<file path="src/rtl/hazard_ctrl.sv">
// Load-use / branch hazard controller driving the ID/EX bubble, PC and IF/ID hold/flush.
// Define HAZARD_STATS_EN to build the saturating stall/flush event counters.
module hazard_ctrl #(
  parameter int          FLUSH_CYCLES = 1,
  parameter logic [5:0]  LW_OP        = 6'b100011,
  parameter int          CNT_W        = 16
) (
  input  logic             clock,
  input  logic             reset,
  input  logic [4:0]       id_rs,
  input  logic [4:0]       id_rt,
  input  logic             id_uses_rt,
  input  logic [4:0]       ex_dest,
  input  logic [5:0]       ex_op,
  input  logic             branch_taken,
  output logic             stall,
  output logic             pc_hold,
  output logic             ifid_hold,
  output logic             ifid_flush,
  output logic [1:0]       state_o,
  output logic [CNT_W-1:0] stall_count,
  output logic [CNT_W-1:0] flush_count
);

  typedef enum logic [1:0] {
    RUN      = 2'd0,
    LU_STALL = 2'd1,
    FLUSH    = 2'd2,
    ILLEGAL  = 2'd3
  } state_t;

  localparam logic [3:0] FLUSH_LOAD = 4'(FLUSH_CYCLES - 1);

  state_t     state;
  logic [3:0] flush_cnt;
  logic       lu;

  assign lu = (ex_op == LW_OP) && (ex_dest != 5'd0) &&
              ((ex_dest == id_rs) || (id_uses_rt && (ex_dest == id_rt)));

  assign state_o = state;

  // Controls are decoded from the current state and live inputs so the
  // bubble lands in the same cycle the hazard is seen.
  always_comb begin
    stall      = 1'b0;
    pc_hold    = 1'b0;
    ifid_hold  = 1'b0;
    ifid_flush = 1'b0;
    if (!reset) begin
      case (state)
        RUN: begin
          if (branch_taken) begin
            stall      = 1'b1;
            ifid_flush = 1'b1;
          end else if (lu) begin
            stall     = 1'b1;
            pc_hold   = 1'b1;
            ifid_hold = 1'b1;
          end
        end
        FLUSH: begin
          stall      = 1'b1;
          ifid_flush = 1'b1;
        end
        default: ;
      endcase
    end
  end

  always_ff @(posedge clock) begin
    if (reset) begin
      state     <= RUN;
      flush_cnt <= 4'd0;
    end else begin
      case (state)
        RUN: begin
          if (branch_taken) begin
            flush_cnt <= FLUSH_LOAD;
            state     <= (FLUSH_CYCLES > 1) ? FLUSH : RUN;
          end else if (lu) begin
            state <= LU_STALL;
          end
        end
        // The bubble now occupies EX, so neither lu nor a branch can fire here.
        LU_STALL: state <= RUN;
        FLUSH: begin
          flush_cnt <= flush_cnt - 4'd1;
          if (flush_cnt <= 4'd1) state <= RUN;
        end
        default: begin
          state     <= RUN;
          flush_cnt <= 4'd0;
        end
      endcase
    end
  end

`ifdef HAZARD_STATS_EN
  logic [CNT_W-1:0] stall_cnt_q;
  logic [CNT_W-1:0] flush_cnt_q;

  always_ff @(posedge clock) begin
    if (reset) begin
      stall_cnt_q <= '0;
      flush_cnt_q <= '0;
    end else if (state == RUN) begin
      if (branch_taken) begin
        if (flush_cnt_q != '1) flush_cnt_q <= flush_cnt_q + 1'b1;
      end else if (lu) begin
        if (stall_cnt_q != '1) stall_cnt_q <= stall_cnt_q + 1'b1;
      end
    end
  end

  assign stall_count = stall_cnt_q;
  assign flush_count = flush_cnt_q;
`else
  assign stall_count = '0;
  assign flush_count = '0;
`endif

endmodule
</file>
<file path="config.mk">
export PLATFORM = sky130hd
export DESIGN_NAME = hazard_ctrl
export DESIGN_NICKNAME = d
export VERILOG_FILES = /design/src/rtl/hazard_ctrl.sv
export SDC_FILE = /design/constraint.sdc
export NUM_CORES = 1
export LEC_CHECK = 0
export BUFFER_PORTS_ARGS = -buffer_cell sky130_fd_sc_hd__buf_2
export CORE_UTILIZATION = 30
export CTS_CLUSTER_DIAMETER = 60
export CTS_CLUSTER_SIZE = 30
export DETAILED_ROUTE_END_ITERATION = 10
export PLACE_DENSITY = 0.88
export SLEW_MARGIN = 10
export SYNTH_ARGS = -nofsm -noshare
export SYNTH_HDL_FRONTEND = slang
export SYNTH_SLANG_ARGS = --single-unit
</file>
<file path="constraint.sdc">
create_clock -name clock -period 1.22 [get_ports clock]
set_input_delay 0 -clock clock [delete_from_list [all_inputs] [get_ports clock]]
set_output_delay 0 -clock clock [all_outputs]
set_load 0.05 [all_outputs]
</file>
Yosys cells after proc, flatten, opt, wreduce, memory -nomap -nowiden
Index checks and enable logic that the tools add are counted.
{ "word_totals": {"regBits": 6, "in_bits": 25, "elab_cells": 37} }
{ "classes": {"addsub": 1, "order_cmp": 1, "n_eq_ne": 8, "mux": 16, "bitwise": 1, "n_reduce_logical": 8} }
{ "ops": {"columns": ["op", "count"], "rows": [
  ["$pmux W4 S3", 1],
  ["$eq A5 B5 Y1", 2],
  ["$mux W1", 8],
  ["$eq A6 B6 Y1 const B", 1],
  ["$mux W2", 3],
  ["$reduce_bool A5 Y1", 1],
  ["$le A4 B1 Y1 const B", 1],
  ["$mux W4", 1],
  ["$ne A2 B2 Y1 const B", 2],
  ["$pmux W1 S2", 2],
  ["$pmux W2 S2", 1],
  ["$reduce_and A2 Y1", 2],
  ["$sub A4 B1 Y4 const B", 1],
  ["$logic_and A1 B1 Y1", 3],
  ["$ne A3 B3 Y1 const B", 1],
  ["$eq A2 B1 Y1 const B", 1],
  ["$eq A2 B2 Y1 const B", 1],
  ["$logic_not A2 Y1", 1],
  ["$logic_or A1 B1 Y1", 1],
  ["$not A1 Y1", 1]
]} }

Logic depth before layout (Yosys ltp)
{ "logic_depth": {"word_depth": 8, "ltp_mapped": 5} }

Least setup slack after synthesis
Ideal clock, no wire load.
{ "synth_path": {"kind": "register to output", "start": "reg state[0] (netlist: state_o[0])", "end": "out pc_hold", "arrival_ns": 2.520, "required_time_ns": 1.220, "path_slack_ns": -1.300, "stages_incl_launch_ff": 5, "path_cell_list": "dfxtp_1 > nor4_1 > o211ai_2 > nor3_1 > buf_4"} }
{ "synth_between": {"elab_chain_len": 3} }
{ "synth_lines": {"columns": ["item", "line", "text"], "rows": [
  ["start, declared", "34", "state_t state;"],
  ["start signal, assigned", "80", "state <= (FLUSH_CYCLES > 1) ? FLUSH : RUN;"],
  ["$logic_not A2 Y1", null, null],
  ["$mux W1 (2 in a row)", null, null],
  ["end, declared", "17", "output logic pc_hold,"]
]} }
No other way between the ends.

Worst setup path in the final report
{ "layout_path": {"start": "in id_rt[1]", "end": "out ifid_hold"} }
{ "layout_between": {"elab_chain_len": 8} }
{ "layout_lines": {"columns": ["item", "line", "text"], "rows": [
  ["start, declared", "11", "input logic [4:0] id_rt,"],
  ["$eq A5 B5 Y1", "39", "((ex_dest == id_rs) || (id_uses_rt && (ex_dest == id_rt)));"],
  ["$logic_and A1 B1 Y1", "39", null],
  ["$logic_or A1 B1 Y1", "39", null],
  ["$logic_and A1 B1 Y1", "38", "assign lu = (ex_op == LW_OP) && (ex_dest != 5'd0) &&"],
  ["$mux W1", "56", "end else if (lu) begin"],
  ["$mux W1", "53", "if (branch_taken) begin"],
  ["$mux W1", "51", "case (state)"],
  ["$mux W1", "50", "if (!reset) begin"],
  ["end, declared", "18", "output logic ifid_hold,"]
]} }
No other way between the ends.

==> metrics.yaml <==
holdCritPathClass: "in -> reg"
largest_net_degree_at_the_start_of_global_routing: 4
hp-start: "branch_taken"
pwr_density_cell_nw_per_um2: 624
fp.dieArea_um2: 1660
ant_nets: 0
clk_pin_slew_worst_paths_ns: 0
rsz0062_at_grt: "true"
final_layout_size_suffix_gt1_share_pct: 50.6
synth-seq-area-share_pct: 4.43
via_count: 398
first_pass_grt_wire_length_um: 1140
cp_slowest_stage_delay_ns: 0.29
report.final.slew_viol_count: 0
synthTopCellsByArea: "sky130_fd_sc_hd__buf_4 57%, sky130_fd_sc_hd__xor2_1 17%, sky130_fd_sc_hd__dfxtp_1 4.4%"
largest_reg_flops: 1
rr_startpoint: "state_o[0]$_SDFFE_PP0P_"
die_y_um: 40.8
worstPathMaxFanout: 3
critical_path.slowest_cell: "sky130_fd_sc_hd__nor4_2"
status: "completed"
preCtsSetupSlack_ns: -0.0836
timing.critical_path.cells: "buf_6, xor2_2, nor4_2, a32oi_2, nor3_4, buf_6"
path_class: "in -> out"
nets: 114
netSwitchingFraction_pct: 73.2
core_um2: 1350
row_count: 13
timing.final.crit_period_ns: 1.21
detail_route.drc_violations: 0
synth_area_leader_cell: "sky130_fd_sc_hd__buf_4"
routedWlPerCell_um: 8.75
port_buffers: 29
yosys_warnings: 0
syn_inst: 58
skew_ns: 0
antenna_violations_before_repair: 0
fin_setup_tns_ns: 0
final_weighted_congestion_in_routability_driven_placement: 0.716
timing.final.crit_share_pct: 99.0
worstSetupEndpointType: "output pin"
initial_core_util_pct: 33.5
globalRouteOverflowTotal: 0
dr.pass1.iters: 1
place.detailed.hpwl_um: 776
internal-power_mw: 0.107
track_usage_pct: 10.2
syn_area_cell_um2: 7.79
power_frac_comb_pct: 92.2
antenna-diode-count: 0
syn_to_final_growth_pct: 41.6
synth_top_area_share_pct: 56.5
worstPathRequired_ns: 1.22
worstSetupStartpoint: "id_rt[1]"
p_leak_nw: 0.343
timing.critical_path.arrival_ns: 1.21
library_cell_appearing_most_often_on_the_critical_path: "sky130_fd_sc_hd__buf_6"
postSynthRegisterBits: 1
drtIter0Drc: 0
start_kind: "input pin"
setup_viol_count_final: 0
layout_setup_ws_ns: 0.0119
synth_cell_type_count: 14
seqPwrFrac_pct: 7.8
die_width_um: 40.8
syn_area_um2: 452
worstSkewPairLatency_ns: 0
max_cap_viol_count: 0
timing.fmax_mhz: 828
switchingPower_mw: 0.292
vdd_drop_max_mv: 0.299
final_hold_violation_count: 0
share_clk_of_total_power_pct: 0
number_of_global_route_vias_before_repair: 309
floorplan.io_pins: 63
vias_per_cell: 3.90
report.power.total_mw: 0.399
routed_wirelength_um: 892
timing.reg2reg.setup_slack_ns: 0.28
-- metal layers --
| layer | global-route usage, % | wire length, um |
|---|---|---|
| met1 | 8.09 | 236 |
| met2 | 25.4 | 514 |
| met3 | 0.543 | 141 |
| met4 | 0 | 0 |
| met5 | 0 | 0 |
-- power groups by stage --
stage	clock (mW)	sequential, mW	combinational, mW
final	0	0.0312	0.368
after global routing	0	0.0312	0.389
after CTS	0	0.0312	0.349
after detailed placement	0	0.0312	0.336
after global placement	0	0.0312	0.332
after floorplan	0	0.0312	0.355
-- metrics by stage --
stage          hold slack, ns  util (%)  std cells  cell area (um^2)
4_1_cts                 0.248      42.8        101               578
5_1_grt                 0.255      47.4        102               639
3_3_place_gp            0.234      39.5        101               533
3_5_place_dp            0.247      39.5        101               533
6_report                0.233      47.4        102               639
2_1_floorplan          0.0668         -         90               621
-- kinds of logic (layout without fill, tap and decap cells) --
| logic type | after synthesis | in the layout | synth area share (%) |
|---|---|---|---|
| buffers and inverters | 34 | 31 | 56.5 |
| DFF | 1 | 1 | 4.43 |
| xor gates and xnor gates | 10 | 10 | 19.4 |
| AOI/OAI and AO/OA | 3 | 3 | 6.37 |
| and+or+nand+nor | 9 | 9 | 12.5 |
| other | 1 | 33 | 0.830 |
-- cell type report --
class | instances | area (um^2)
Sequential cell | 1 | 23.8
Multi-Input combinational cell | 55 | 389
Timing Repair Buffer | 31 | 208
Fill cell | 134 | 711
Tap cell | 15 | 18.8
-- cell usage after synthesis --
master and instances:
sky130_fd_sc_hd__a32oi_1 1, sky130_fd_sc_hd__and4b_1 1, sky130_fd_sc_hd__buf_4 34, sky130_fd_sc_hd__conb_1 1
sky130_fd_sc_hd__dfxtp_1 1, sky130_fd_sc_hd__nor2_1 1, sky130_fd_sc_hd__nor3_1 3, sky130_fd_sc_hd__nor3b_1 1
sky130_fd_sc_hd__nor4_1 2, sky130_fd_sc_hd__o211ai_2 1, sky130_fd_sc_hd__o21bai_1 1, sky130_fd_sc_hd__or4_1 1
sky130_fd_sc_hd__xnor2_1 1, sky130_fd_sc_hd__xor2_1 9
-- path summary, 6_finish.rpt --
path | endpoint | cells after the start
worst max register to register | state_o[0]$_SDFFE_PP0P_ | 3
worst min register to register | state_o[0]$_SDFFE_PP0P_ | 3
worst max-delay path | ifid_hold | 6
worst min-delay path | state_o[0]$_SDFFE_PP0P_ | 2
-- critical path: cells and delay by family --
family                 cells  cell delay [ns]
AND/OR/NAND/NOR            2             0.55
buffers and inverters      2             0.29
XOR/XNOR                   1             0.16
AO/OA/AOI/OAI              1             0.21
-- placed cells by master (no fill, tap or decap), types with 2 or more instances in the layout --
cell type                 n
sky130_fd_sc_hd__conb_1  33
sky130_fd_sc_hd__buf_2   22
sky130_fd_sc_hd__xor2_1   7
sky130_fd_sc_hd__buf_4    2
sky130_fd_sc_hd__buf_6    6
sky130_fd_sc_hd__nor3_2   2
sky130_fd_sc_hd__xor2_2   2
-- repair_timing --
action,CTS,global route
gates resized for setup,10,13
cloned,0,0
setup buffers,0,1
pin swaps,1,7
endpoints found under the setup margin,3,3
hold buffers,0,0
Power figures use the tool's default switching activity.
